`src/rtl/lcd_text_driver_if.sv`:
```
// lcd_text_driver_if
//   Bundles the host-side request signals and the LCD pin bus of the
//   16x2 HD44780 text driver.
//   slave  : driver side (consumes refresh/strdata, drives busy and the LCD pins)
//   master : host/bench side
//   refresh  host -> drv  single-cycle redraw request
//   strdata  host -> drv  32 ASCII chars, line1 col0 in [255:248]
//   busy     drv -> host  high whenever the driver is not idle
//   LCDRS/LCDRW/LCDE/LCDDAT  drv -> panel, 4-bit write-only bus
interface lcd_text_driver_if;
  logic         refresh;
  logic [255:0] strdata;
  logic         busy;
  logic         LCDRS;
  logic         LCDRW;
  logic         LCDE;
  logic [3:0]   LCDDAT;

  modport slave  (input  refresh, strdata,
                  output busy, LCDRS, LCDRW, LCDE, LCDDAT);
  modport master (output refresh, strdata,
                  input  busy, LCDRS, LCDRW, LCDE, LCDDAT);
endinterface

```
`src/rtl/lcd_text_driver.sv`:
```
// lcd_text_driver
//   Drives a 16x2 HD44780-compatible LCD in 4-bit write-only mode from a
//   256-bit debug string. After reset it runs the power-on init sequence,
//   then rewrites both lines (34 bytes) on each refresh request. Requests
//   arriving while busy are collapsed into one sticky pending redraw.
//   All timing comes from one cycle counter on CLK.
//
//   Ports:
//     CLK  system clock
//     RST  asynchronous reset, active high (restarts from the power wait)
//     bus  lcd_text_driver_if.slave (refresh, strdata, busy, LCD pins)
//
//   Optional build macro: LCD_SKIP_UNCHANGED_EN
//     When defined, an idle refresh whose strdata equals the last written
//     snapshot is dropped. The first frame after reset is always written.
module lcd_text_driver #(
  parameter int unsigned PWR_WAIT  = 750000,
  parameter int unsigned INIT_WAIT = 205000,
  parameter int unsigned E_SETUP   = 2,
  parameter int unsigned E_PULSE   = 12,
  parameter int unsigned NIB_GAP   = 50,
  parameter int unsigned CMD_WAIT  = 2000,
  parameter int unsigned CLR_WAIT  = 82000
) (
  input logic               CLK,
  input logic               RST,
  lcd_text_driver_if.slave  bus
);

  // Counter wide enough for the longest interval.
  localparam int unsigned M0 = (PWR_WAIT > INIT_WAIT) ? PWR_WAIT : INIT_WAIT;
  localparam int unsigned M1 = (M0 > CLR_WAIT) ? M0 : CLR_WAIT;
  localparam int unsigned M2 = (M1 > CMD_WAIT) ? M1 : CMD_WAIT;
  localparam int unsigned M3 = (M2 > NIB_GAP) ? M2 : NIB_GAP;
  localparam int unsigned M4 = (M3 > E_PULSE) ? M3 : E_PULSE;
  localparam int unsigned MX = (M4 > E_SETUP) ? M4 : E_SETUP;
  localparam int unsigned CW = $clog2(MX + 1);

  typedef enum logic [2:0] {ST_PWR, ST_INIT, ST_CFG, ST_IDLE, ST_FRAME} state_e;
  // Phases of one nibble strobe plus the waits that follow it.
  typedef enum logic [1:0] {PH_SETUP, PH_PULSE, PH_GAP, PH_WAIT} phase_e;

  state_e         state_q, state_d;
  phase_e         ph_q, ph_d;
  logic [CW-1:0]  cnt_q, cnt_d;
  logic [1:0]     idx_q, idx_d;     // init nibble / config byte index
  logic           lo_q, lo_d;       // 1 = low nibble of current byte
  logic           cmd_q, cmd_d;     // frame: sending the line address command
  logic [4:0]     chr_q, chr_d;     // frame: character 0..31
  logic           pend_q, pend_d;
  logic [255:0]   snap_q, snap_d;
  logic           rs_q, rs_d;
  logic           e_q, e_d;
  logic [3:0]     dat_q, dat_d;
  logic [CW-1:0]  len_m1;
  logic           done;
  logic           skip;
  logic [7:0]     byte_d;

`ifdef LCD_SKIP_UNCHANGED_EN
  logic written_q, written_d;
  assign skip = written_q && (bus.strdata == snap_q);
`else
  assign skip = 1'b0;
`endif

  // Byte presented for a given position in the config or frame sequence.
  function automatic logic [7:0] byte_sel(input state_e st, input logic [1:0] idx,
                                          input logic cmd, input logic [4:0] chr,
                                          input logic [255:0] snap);
    logic [7:0] b;
    b = 8'h00;
    if (st == ST_CFG) begin
      case (idx)
        2'd0:    b = 8'h28;
        2'd1:    b = 8'h06;
        2'd2:    b = 8'h0C;
        default: b = 8'h01;
      endcase
    end else if (st == ST_FRAME) begin
      if (cmd) b = chr[4] ? 8'hC0 : 8'h80;
      else     b = snap[{~chr, 3'b000} +: 8];  // char 0 lives in the top byte
    end
    return b;
  endfunction

  // Length (minus one) of the interval currently being timed.
  always_comb begin
    len_m1 = CW'(CMD_WAIT - 1);
    if (state_q == ST_PWR) begin
      len_m1 = CW'(PWR_WAIT - 1);
    end else begin
      case (ph_q)
        PH_SETUP: len_m1 = CW'(E_SETUP - 1);
        PH_PULSE: len_m1 = CW'(E_PULSE - 1);
        PH_GAP:   len_m1 = CW'(NIB_GAP - 1);
        default: begin
          if (state_q == ST_INIT)
            len_m1 = (idx_q == 2'd3) ? CW'(CMD_WAIT - 1) : CW'(INIT_WAIT - 1);
          else if (state_q == ST_CFG && idx_q == 2'd3)
            len_m1 = CW'(CLR_WAIT - 1);
          else
            len_m1 = CW'(CMD_WAIT - 1);
        end
      endcase
    end
  end

  assign done = (cnt_q == len_m1);

  always_comb begin
    state_d = state_q;
    ph_d    = ph_q;
    cnt_d   = cnt_q + CW'(1);
    idx_d   = idx_q;
    lo_d    = lo_q;
    cmd_d   = cmd_q;
    chr_d   = chr_q;
    pend_d  = pend_q;
    snap_d  = snap_q;
`ifdef LCD_SKIP_UNCHANGED_EN
    written_d = written_q;
`endif

    if (state_q != ST_IDLE && bus.refresh) pend_d = 1'b1;

    case (state_q)
      ST_PWR: begin
        if (done) begin
          state_d = ST_INIT;
          ph_d    = PH_SETUP;
          idx_d   = 2'd0;
          lo_d    = 1'b0;
          cnt_d   = '0;
        end
      end
      ST_IDLE: begin
        cnt_d = '0;
        if (bus.refresh || pend_q) begin
          pend_d = 1'b0;
          if (!skip) begin
            snap_d  = bus.strdata;
            state_d = ST_FRAME;
            ph_d    = PH_SETUP;
            cmd_d   = 1'b1;
            chr_d   = 5'd0;
            lo_d    = 1'b0;
`ifdef LCD_SKIP_UNCHANGED_EN
            written_d = 1'b1;
`endif
          end
        end
      end
      default: begin
        if (done) begin
          cnt_d = '0;
          case (ph_q)
            PH_SETUP: ph_d = PH_PULSE;
            // Init nibbles are single strobes; bytes go through the gap.
            PH_PULSE: ph_d = (state_q != ST_INIT && !lo_q) ? PH_GAP : PH_WAIT;
            PH_GAP: begin
              ph_d = PH_SETUP;
              lo_d = 1'b1;
            end
            default: begin
              ph_d = PH_SETUP;
              lo_d = 1'b0;
              case (state_q)
                ST_INIT: begin
                  idx_d = idx_q + 2'd1;
                  if (idx_q == 2'd3) state_d = ST_CFG;
                end
                ST_CFG: begin
                  idx_d = idx_q + 2'd1;
                  if (idx_q == 2'd3) state_d = ST_IDLE;
                end
                default: begin
                  if (cmd_q) begin
                    cmd_d = 1'b0;
                  end else if (chr_q == 5'd31) begin
                    state_d = ST_IDLE;
                  end else begin
                    chr_d = chr_q + 5'd1;
                    if (chr_q == 5'd15) cmd_d = 1'b1;  // 0xC0 before line 2
                  end
                end
              endcase
            end
          endcase
        end
      end
    endcase
  end

  // Pin values are registered from the next state so they change only at
  // the start of a setup phase and hold through pulse, gap and wait.
  always_comb begin
    byte_d = byte_sel(state_d, idx_d, cmd_d, chr_d, snap_d);
    rs_d   = 1'b0;
    dat_d  = 4'h0;
    e_d    = 1'b0;
    case (state_d)
      ST_INIT: dat_d = (idx_d == 2'd3) ? 4'h2 : 4'h3;
      ST_CFG:  dat_d = lo_d ? byte_d[3:0] : byte_d[7:4];
      ST_FRAME: begin
        dat_d = lo_d ? byte_d[3:0] : byte_d[7:4];
        rs_d  = !cmd_d;
      end
      default: dat_d = 4'h0;
    endcase
    if (state_d == ST_INIT || state_d == ST_CFG || state_d == ST_FRAME)
      e_d = (ph_d == PH_PULSE);
  end

  always_ff @(posedge CLK or posedge RST) begin
    if (RST) begin
      state_q <= ST_PWR;
      ph_q    <= PH_SETUP;
      cnt_q   <= '0;
      idx_q   <= 2'd0;
      lo_q    <= 1'b0;
      cmd_q   <= 1'b0;
      chr_q   <= 5'd0;
      pend_q  <= 1'b0;
      snap_q  <= '0;
      rs_q    <= 1'b0;
      e_q     <= 1'b0;
      dat_q   <= 4'h0;
`ifdef LCD_SKIP_UNCHANGED_EN
      written_q <= 1'b0;
`endif
    end else begin
      state_q <= state_d;
      ph_q    <= ph_d;
      cnt_q   <= cnt_d;
      idx_q   <= idx_d;
      lo_q    <= lo_d;
      cmd_q   <= cmd_d;
      chr_q   <= chr_d;
      pend_q  <= pend_d;
      snap_q  <= snap_d;
      rs_q    <= rs_d;
      e_q     <= e_d;
      dat_q   <= dat_d;
`ifdef LCD_SKIP_UNCHANGED_EN
      written_q <= written_d;
`endif
    end
  end

  assign bus.busy   = (state_q != ST_IDLE);
  assign bus.LCDRS  = rs_q;
  assign bus.LCDRW  = 1'b0;
  assign bus.LCDE   = e_q;
  assign bus.LCDDAT = dat_q;

endmodule
```
`src/flat_wrapper.sv`:
```
// flat-port wrapper written by rule: the top's interface ports become plain ports
module lcd_text_driver_flat 
#(
  parameter int unsigned PWR_WAIT  = 750000,
  parameter int unsigned INIT_WAIT = 205000,
  parameter int unsigned E_SETUP   = 2,
  parameter int unsigned E_PULSE   = 12,
  parameter int unsigned NIB_GAP   = 50,
  parameter int unsigned CMD_WAIT  = 2000,
  parameter int unsigned CLR_WAIT  = 82000
)
  (CLK, RST, bus_refresh, bus_strdata, bus_busy, bus_LCDRS, bus_LCDRW, bus_LCDE, bus_LCDDAT);
  lcd_text_driver_if bus_i ();
  input logic CLK;
  input logic RST;
  input wire logic [$bits(bus_i.refresh)-1:0] bus_refresh;
  input wire logic [$bits(bus_i.strdata)-1:0] bus_strdata;
  output wire logic [$bits(bus_i.busy)-1:0] bus_busy;
  output wire logic [$bits(bus_i.LCDRS)-1:0] bus_LCDRS;
  output wire logic [$bits(bus_i.LCDRW)-1:0] bus_LCDRW;
  output wire logic [$bits(bus_i.LCDE)-1:0] bus_LCDE;
  output wire logic [$bits(bus_i.LCDDAT)-1:0] bus_LCDDAT;
  assign bus_i.refresh = bus_refresh;
  assign bus_i.strdata = bus_strdata;
  assign bus_busy = bus_i.busy;
  assign bus_LCDRS = bus_i.LCDRS;
  assign bus_LCDRW = bus_i.LCDRW;
  assign bus_LCDE = bus_i.LCDE;
  assign bus_LCDDAT = bus_i.LCDDAT;
  lcd_text_driver #(.PWR_WAIT(PWR_WAIT), .INIT_WAIT(INIT_WAIT), .E_SETUP(E_SETUP), .E_PULSE(E_PULSE), .NIB_GAP(NIB_GAP), .CMD_WAIT(CMD_WAIT), .CLR_WAIT(CLR_WAIT)) u_core (.CLK(CLK), .RST(RST), .bus(bus_i));
endmodule
```
`config.mk`:
```
export PLATFORM = sky130hd
export DESIGN_NAME = lcd_text_driver_flat
export DESIGN_NICKNAME = d
export VERILOG_FILES = /design/src/rtl/lcd_text_driver_if.sv /design/src/rtl/lcd_text_driver.sv /design/src/flat_wrapper.sv
export SDC_FILE = /design/constraint.sdc
export NUM_CORES = 1
export LEC_CHECK = 0
export CORE_UTILIZATION = 37
export DETAILED_ROUTE_END_ITERATION = 12
export PLACE_DENSITY_LB_ADDON = 0.05
export SYNTH_ARGS = -nofsm -noshare
export SYNTH_HDL_FRONTEND = slang
export SYNTH_SLANG_ARGS = --single-unit
```
`constraint.sdc`:
```
create_clock -name CLK -period 11.1 [get_ports CLK]
set_input_delay 2.22 -clock CLK [delete_from_list [all_inputs] [get_ports CLK]]
set_output_delay 2.22 -clock CLK [all_outputs]
set_load 0.01 [all_outputs]
```
# Yosys cells after proc, flatten, opt, wreduce, memory -nomap -nowiden
# Index checks and enable logic that the tools add are counted.
op_classes:
  add_sub_neg: 3
  eq_ne: 18
  shift: 1
  muxes: 62
  bitwise: 1
  n_reduce_logical: 15
op_table:
  columns: ["operator", "count"]
  rows:
  - ["$mux W256", 2]
  - ["$shiftx A256 B9 Y8", 1]
  - ["$mux W20", 4]
  - ["$pmux W20 S3", 1]
  - ["$mux W5", 6]
  - ["$mux W3", 8]
  - ["$add A20 B1 Y20 const B", 1]
  - ["$eq A20 B20 Y1", 1]
  - ["$mux W18", 1]
  - ["$pmux W6 S3", 1]
  - ["$mux W1", 17]
  - ["$mux W17", 1]
  - ["$mux W8", 2]
  - ["$mux W2", 7]
  - ["$pmux W2 S2", 3]
  - ["$pmux W3 S2", 2]
  - ["$pmux W5 S2", 1]
  - ["$eq A3 B2 Y1 const B", 3]
  - ["$eq A2 B2 Y1 const B", 4]
  - ["$pmux W4 S2", 1]
  - ["$mux W7", 1]
  - ["$eq A2 B1 Y1 const B", 3]
  - ["$eq A3 B1 Y1 const B", 2]
  - ["$pmux W1 S2", 3]
  - ["16 further kinds", 24]
totals:
  regBits: 297
  in_bits: 259
  output_inout_bits: 8
  wordCells: 112

# Depth between registers and ports, before layout
logic_depth:
  depth_word: 15
  depth_mapped: 19
  mapped_depth_nobuf: 17

# Least setup slack after synthesis
# No wires, ideal clock.
synth_timing:
  path_type: "input port to flip-flop"
  from: "input bus_refresh"
  to: "register u_core.dat_q[0] (netlist: u_core.bus.LCDDAT[0])"
  setup_time_ns: 0.104
  t_arrival_ns: 4.672
  setup_slack_ns: 6.325
  stages: 11
  n_path_buf: 5
  cell_sequence: "o21ai_0 clkbuf_1 buf_1 buf_1 clkbuf_1 clkbuf_1 nand2_1 a31oi_1 a31oi_1 and3_1 o41ai_2"
synth_via:
  elab_chain_len: 9
synth_rtl:
  columns: ["item", "line", "rtl"]
  rows:
  - ["start: declaration", "flat_wrapper.sv:16", "input wire logic [$bits(bus_i.refresh)-1:0] bus_refresh;"]
  - ["$logic_or A1 B1 Y1 (*)", "lcd_text_driver.sv:139", "if (bus.refresh || pend_q) begin"]
  - ["$mux W5", "lcd_text_driver.sv:139", null]
  - ["$pmux W5 S2", "lcd_text_driver.sv:127", "case (state_q)"]
  - ["$not A5 Y5", "lcd_text_driver.sv:82", "else b = snap[{~chr, 3'b000} +: 8];"]
  - ["$shiftx A256 B9 Y8", "lcd_text_driver.sv:82", null]
  - ["$mux W8", "lcd_text_driver.sv:81", "if (cmd) b = chr[4] ? 8'hC0 : 8'h80;"]
  - ["$mux W8", "lcd_text_driver.sv:73", "if (st == ST_CFG) begin"]
  - ["$mux W4", "lcd_text_driver.sv:204, lcd_text_driver.sv:206", null]
  - ["$pmux W4 S2 (*)", "lcd_text_driver.sv:202", "case (state_d)"]
  - ["net u_core.dat_d[0]", "lcd_text_driver.sv:54", "logic [3:0] dat_q, dat_d;"]
  - ["end signal: assignment", "lcd_text_driver.sv:244", "dat_q <= dat_d;"]
  - ["end: declaration", "lcd_text_driver.sv:54", null]
# Mark *: on every way through the listed nets, which the timed path passes. The rest lies on a longest branch.

# Worst setup path in the final report
layout_timing:
  from: "input bus_refresh"
  to: "register u_core.dat_q[2] (netlist: u_core.bus.LCDDAT[2])"
# Same word-level chain as after synthesis.

==> metrics.txt <==
# TYPE chip_impl_metric gauge
chip_impl_info{name="worstPathCellList",value="clkdlybuf4s50_1 -> o21ai_4 -> buf_12 -> nand2_1 -> mux2_4 -> inv_8 -> mux2i_1 -> mux2i_1 -> mux2i_1 -> nor3_1 -> or4_1 -> o32a_1"} 1
chip_impl_metric{name="gp_congestion",unit=""} 0.828
chip_impl_metric{name="clock.fmax",unit="MHz"} 159
chip_impl_info{name="clockRootBuffer",value="sky130_fd_sc_hd__clkbuf_16"} 1
chip_impl_info{name="grt_setup_unrepaired",value="no"} 1
chip_impl_metric{name="setup_tns",unit="ps"} 0
chip_impl_metric{name="slew_viol_final",unit=""} 0
chip_impl_metric{name="cts_hold_buf",unit=""} 0
chip_impl_metric{name="globalRouteTotalUtil",unit=""} 0.233
chip_impl_metric{name="finalWorstPathRequiredPeriod",unit="ps"} 6300
chip_impl_metric{name="yosysSeqAreaShare",unit=""} 0.498
chip_impl_metric{name="max-cap-violations",unit=""} 0
chip_impl_metric{name="yosys_register_bits",unit=""} 297
chip_impl_metric{name="max_slew_margin",unit=""} 0.251
chip_impl_info{name="slowest_stage",value="sky130_fd_sc_hd__inv_8"} 1
chip_impl_metric{name="synth_fa_ha_area_frac",unit=""} 0.00654
chip_impl_metric{name="ff2ff_path_depth",unit=""} 14
chip_impl_info{name="worstSetupEndpointType",value="flip-flop"} 1
chip_impl_metric{name="route.detailed.vias_per_inst",unit=""} 5.00
chip_impl_info{name="clock_tree_from_tritoncts",value="yes"} 1
chip_impl_metric{name="io-pin-count",unit=""} 267
chip_impl_info{name="post_synth_main_area_contributors",value="sky130_fd_sc_hd__dfrtp_1 (50%), sky130_fd_sc_hd__nand2_1 (20%), sky130_fd_sc_hd__mux2i_1 (6.6%), sky130_fd_sc_hd__nor2_1 (2.6%), sky130_fd_sc_hd__mux2_2 (1.7%)"} 1
chip_impl_metric{name="drt_iter0_drc",unit=""} 766
chip_impl_metric{name="fp.coreArea",unit="mm2"} 0.0397
chip_impl_metric{name="cp_max_fo",unit=""} 184
chip_impl_metric{name="power.density",unit="mW/mm2"} 245
chip_impl_metric{name="gr-total-overflow",unit=""} 0
chip_impl_metric{name="first_global_vias",unit=""} 12905
chip_impl_metric{name="ys.warnings.count",unit=""} 0
chip_impl_metric{name="yosysUniqueCellTypes",unit=""} 80
chip_impl_metric{name="synthesis.instances",unit=""} 1777
chip_impl_metric{name="synth-compound-area-share",unit=""} 0.0734
chip_impl_metric{name="clkSlewWorstSetupHoldPaths",unit="ps"} 60
chip_impl_metric{name="worst_skew_pair.late_latency",unit="ps"} 530
chip_impl_info{name="min_from",value="u_core.snap_q[40]$_DFF_PP0_"} 1
chip_impl_metric{name="io_buffers",unit=""} 265
chip_impl_metric{name="initial_utilization",unit=""} 0.376
chip_impl_metric{name="max_stage_delay",unit="ps"} 730
chip_impl_metric{name="insertedDiodeCount",unit=""} 0
chip_impl_info{name="ys.flop_type",value="sky130_fd_sc_hd__dfrtp_1"} 1
chip_impl_metric{name="die-width",unit="um"} 203
chip_impl_metric{name="grt_pass1_wl",unit="um"} 74400
chip_impl_metric{name="firstDrtPassIters",unit=""} 5
chip_impl_metric{name="syn-cell-area",unit="mm2"} 0.0149
chip_impl_metric{name="min_path_cells",unit=""} 2
chip_impl_metric{name="antenna_violations_before_repair",unit=""} 0
chip_impl_metric{name="post_cts_resized",unit=""} 0
chip_impl_metric{name="final_cycle_share",unit=""} 0.568
chip_impl_metric{name="dieArea",unit="mm2"} 0.0411
chip_impl_metric{name="synth.top_cell.area_share",unit=""} 0.498
chip_impl_info{name="critical_path_class",value="input port to flip-flop"} 1
chip_impl_metric{name="setup_viol",unit=""} 0
chip_impl_metric{name="worstMarginPinSlew",unit="ps"} 1120
chip_impl_info{name="reg2reg_from",value="u_core.idx_q[0]$_DFF_PP0_"} 1
chip_impl_info{name="critPathLaunchType",value="input port"} 1
chip_impl_info{name="yosys_top_cell_by_area",value="sky130_fd_sc_hd__dfrtp_1"} 1
chip_impl_metric{name="clock_skew",unit="ps"} 17.6
chip_impl_metric{name="postRouteAntennaNets",unit=""} 0
chip_impl_metric{name="number_of_enable_type_register_cells_in_the_synthesized_netlist",unit=""} 0
chip_impl_metric{name="muxShareOfSynthArea",unit=""} 0.0839
chip_impl_metric{name="syn2layout_area_growth",unit="%"} 27.7
chip_impl_metric{name="finalHoldViolations",unit=""} 0
chip_impl_info{name="yosys-top-cells-count",value="sky130_fd_sc_hd__nand2_1 (814), sky130_fd_sc_hd__dfrtp_1 (297), sky130_fd_sc_hd__nor2_1 (105)"} 1
chip_impl_info{name="synth.most_common_cell",value="sky130_fd_sc_hd__nand2_1"} 1
chip_impl_metric{name="placed_cells",unit=""} 2473
chip_impl_metric{name="synthXorXnorAreaFrac",unit=""} 0.0134
chip_impl_metric{name="rows",unit=""} 73
chip_impl_metric{name="maximum_vdd_drop",unit="mV"} 0.0961
chip_impl_metric{name="detailed_place_hpwl",unit="um"} 32600
chip_impl_metric{name="mappedNetlistNets",unit=""} 2043
chip_impl_info{name="worst_path_most_repeated_cell",value="sky130_fd_sc_hd__mux2i_1"} 1
chip_impl_metric{name="crit_required",unit="ps"} 11500
chip_impl_metric{name="die_h",unit="um"} 203
chip_impl_metric{name="cts_max_level",unit=""} 2
chip_impl_metric{name="critical_path_arrival",unit="ps"} 6700
chip_impl_metric{name="share_of_synthesized_registers_carrying_an_async_set_or_reset",unit=""} 1.00
chip_impl_metric{name="wire_per_inst",unit="um"} 18.6
chip_impl_metric{name="cts_buffer_depth",unit=""} 3
chip_impl_metric{name="numClockSinks",unit=""} 297
chip_impl_info{name="critPathLaunch",value="bus_refresh"} 1
chip_impl_info{name="hold_class",value="flip-flop to flip-flop"} 1
chip_impl_metric{name="vias",unit=""} 12678
chip_impl_metric{name="grt_max_degree",unit=""} 185
chip_impl_metric{name="routed_wirelength",unit="um"} 47200
chip_impl_metric{name="power.static_leakage",unit="nW"} 9.24
chip_impl_metric{name="final_layout_size_suffix_gt1_frac",unit=""} 0.0577
chip_impl_metric{name="finish.net_count",unit=""} 2251
chip_impl_metric{name="synth.avg_cell_area",unit="um2"} 8.40
chip_impl_metric{name="cts.repair_timing.setup_buffer_count",unit=""} 0
chip_impl_metric{name="numCtsBuffers",unit=""} 35
chip_impl_info{name="run_status",value="finished, final reports clean"} 1
chip_impl_metric{name="fin_cells",unit=""} 2537
chip_impl_metric{name="r2r_slack",unit="ps"} 5450
chip_impl_metric{name="synthesized_area_fraction_occupied_by_and_or_nand_nor_cells",unit=""} 0.284
chip_impl_metric{name="remaining_drc_errors",unit=""} 0
chip_impl_info{name="synth_top_family_by_area",value="simple AND/OR/NAND/NOR gates"} 1
==> sequential cells by signal, indices dropped and copies added (netlist names) <==
register           cells
u_core.bus.LCDE        1
u_core.lo_q            1
u_core.bus.LCDRS       1
u_core.pend_q          1
u_core.cnt_q          20
u_core.state_q         3
u_core.cmd_q           1
u_core.snap_q        256
u_core.chr_q           5
u_core.ph_q            2
u_core.idx_q           2
u_core.bus.LCDDAT      4
==> worst max-delay path, delay by kind of cell <==
kind                   cells  cell delay (ps)
AND/OR/NAND/NOR            3              690
AO/OA/AOI/OAI              2              510
multiplexers               4             1190
buffers and inverters      3             1600
==> routing by layer <==
layer / vias to the layer above / part of all wire / track usage
li1: 6243 / - / -
met4: 0 / 0.017 / 0.0513
met2: 291 / 0.47 / 0.373
met5: - / 0 / 0
met3: 53 / 0.044 / 0.0327
met1: 6091 / 0.47 / 0.333
==> worst paths after layout <==
path,to
setup / recovery,u_core.bus.LCDDAT[2]$_DFF_PP0_
hold / removal,u_core.snap_q[40]$_DFF_PP0_
setup reg to reg,u_core.bus.LCDDAT[2]$_DFF_PP0_
hold reg to reg,u_core.snap_q[40]$_DFF_PP0_
max in group asynchronous,u_core.snap_q[140]$_DFF_PP0_
min in group asynchronous,u_core.snap_q[163]$_DFF_PP0_
==> cells in the final DEF (no fill, tap or decap), types with 4 or more instances in the layout <==
cell / n
sky130_fd_sc_hd__o2111ai_1: 4
sky130_fd_sc_hd__nand2_1: 814
sky130_fd_sc_hd__nand4_1: 9
sky130_fd_sc_hd__a22o_1: 4
sky130_fd_sc_hd__inv_1: 12
sky130_fd_sc_hd__mux2i_1: 98
sky130_fd_sc_hd__nand3_1: 20
sky130_fd_sc_hd__dfrtp_1: 297
sky130_fd_sc_hd__and3_1: 10
sky130_fd_sc_hd__o211ai_1: 15
sky130_fd_sc_hd__clkbuf_16: 36
sky130_fd_sc_hd__a21oi_1: 28
sky130_fd_sc_hd__o22a_1: 7
sky130_fd_sc_hd__nand3b_1: 4
sky130_fd_sc_hd__or3_1: 9
sky130_fd_sc_hd__clkdlybuf4s50_1: 265
sky130_fd_sc_hd__o21ai_0: 32
sky130_fd_sc_hd__nand2b_1: 10
sky130_fd_sc_hd__inv_2: 4
sky130_fd_sc_hd__mux2_2: 23
sky130_fd_sc_hd__nor3_1: 23
sky130_fd_sc_hd__a22oi_1: 7
sky130_fd_sc_hd__buf_4: 11
sky130_fd_sc_hd__clkinv_2: 5
sky130_fd_sc_hd__clkbuf_1: 7
sky130_fd_sc_hd__nor2_1: 104
sky130_fd_sc_hd__ha_1: 7
sky130_fd_sc_hd__nor4_1: 8
sky130_fd_sc_hd__o31ai_1: 6
sky130_fd_sc_hd__clkbuf_8: 10
sky130_fd_sc_hd__xnor2_1: 7
sky130_fd_sc_hd__o21a_1: 4
sky130_fd_sc_hd__o22ai_1: 10
sky130_fd_sc_hd__xor2_1: 14
sky130_fd_sc_hd__a31oi_1: 10
sky130_fd_sc_hd__and2_1: 9
==> cell type report <==
| class | count | area (um2) |
|---|---|---|
| flip-flops and latches | 297 | 7430 |
| well taps | 525 | 657 |
| clock inverters | 11 | 149 |
| inverters | 19 | 86.3 |
| repair buffers | 277 | 2760 |
| clock buffers | 53 | 1060 |
| multi-input cells | 1355 | 6910 |
| fillers | 3922 | 20700 |
==> cells by family after synthesis <==
group / count (synthesis)
muxes: 122
adders and majority gates: 8
other: 1
AOI/OAI and AO/OA: 159
DFF: 297
and+or+nand+nor: 1043
xor gates and xnor gates: 22
buffers and inverters: 125
==> where the power goes <==
part	switching, mW	internal [mW]	total (mW)
logic	1.03	0.687	1.71
registers	0.188	1.56	1.75
clock network	0.463	0.736	1.20
total	1.68	2.98	4.66
==> metrics by stage <==
| step | worst slack [ps] | hold slack (ps) | utilization | total power, mW | area, um2 |
|---|---|---|---|---|---|
| after floorplan | 676 | 433 | - | 2.94 | 14900 |
| after global placement | 4410 | 452 | 0.449 | 3.45 | 17800 |
| after detailed placement | 4380 | 453 | 0.449 | 3.48 | 17800 |
| after CTS | 4920 | 467 | 0.480 | 4.70 | 19100 |
| after global routing | 4580 | 481 | 0.480 | 4.99 | 19100 |
| final | 4800 | 464 | 0.480 | 4.66 | 19100 |
No activity file was read; power rests on OpenSTA's default activity.
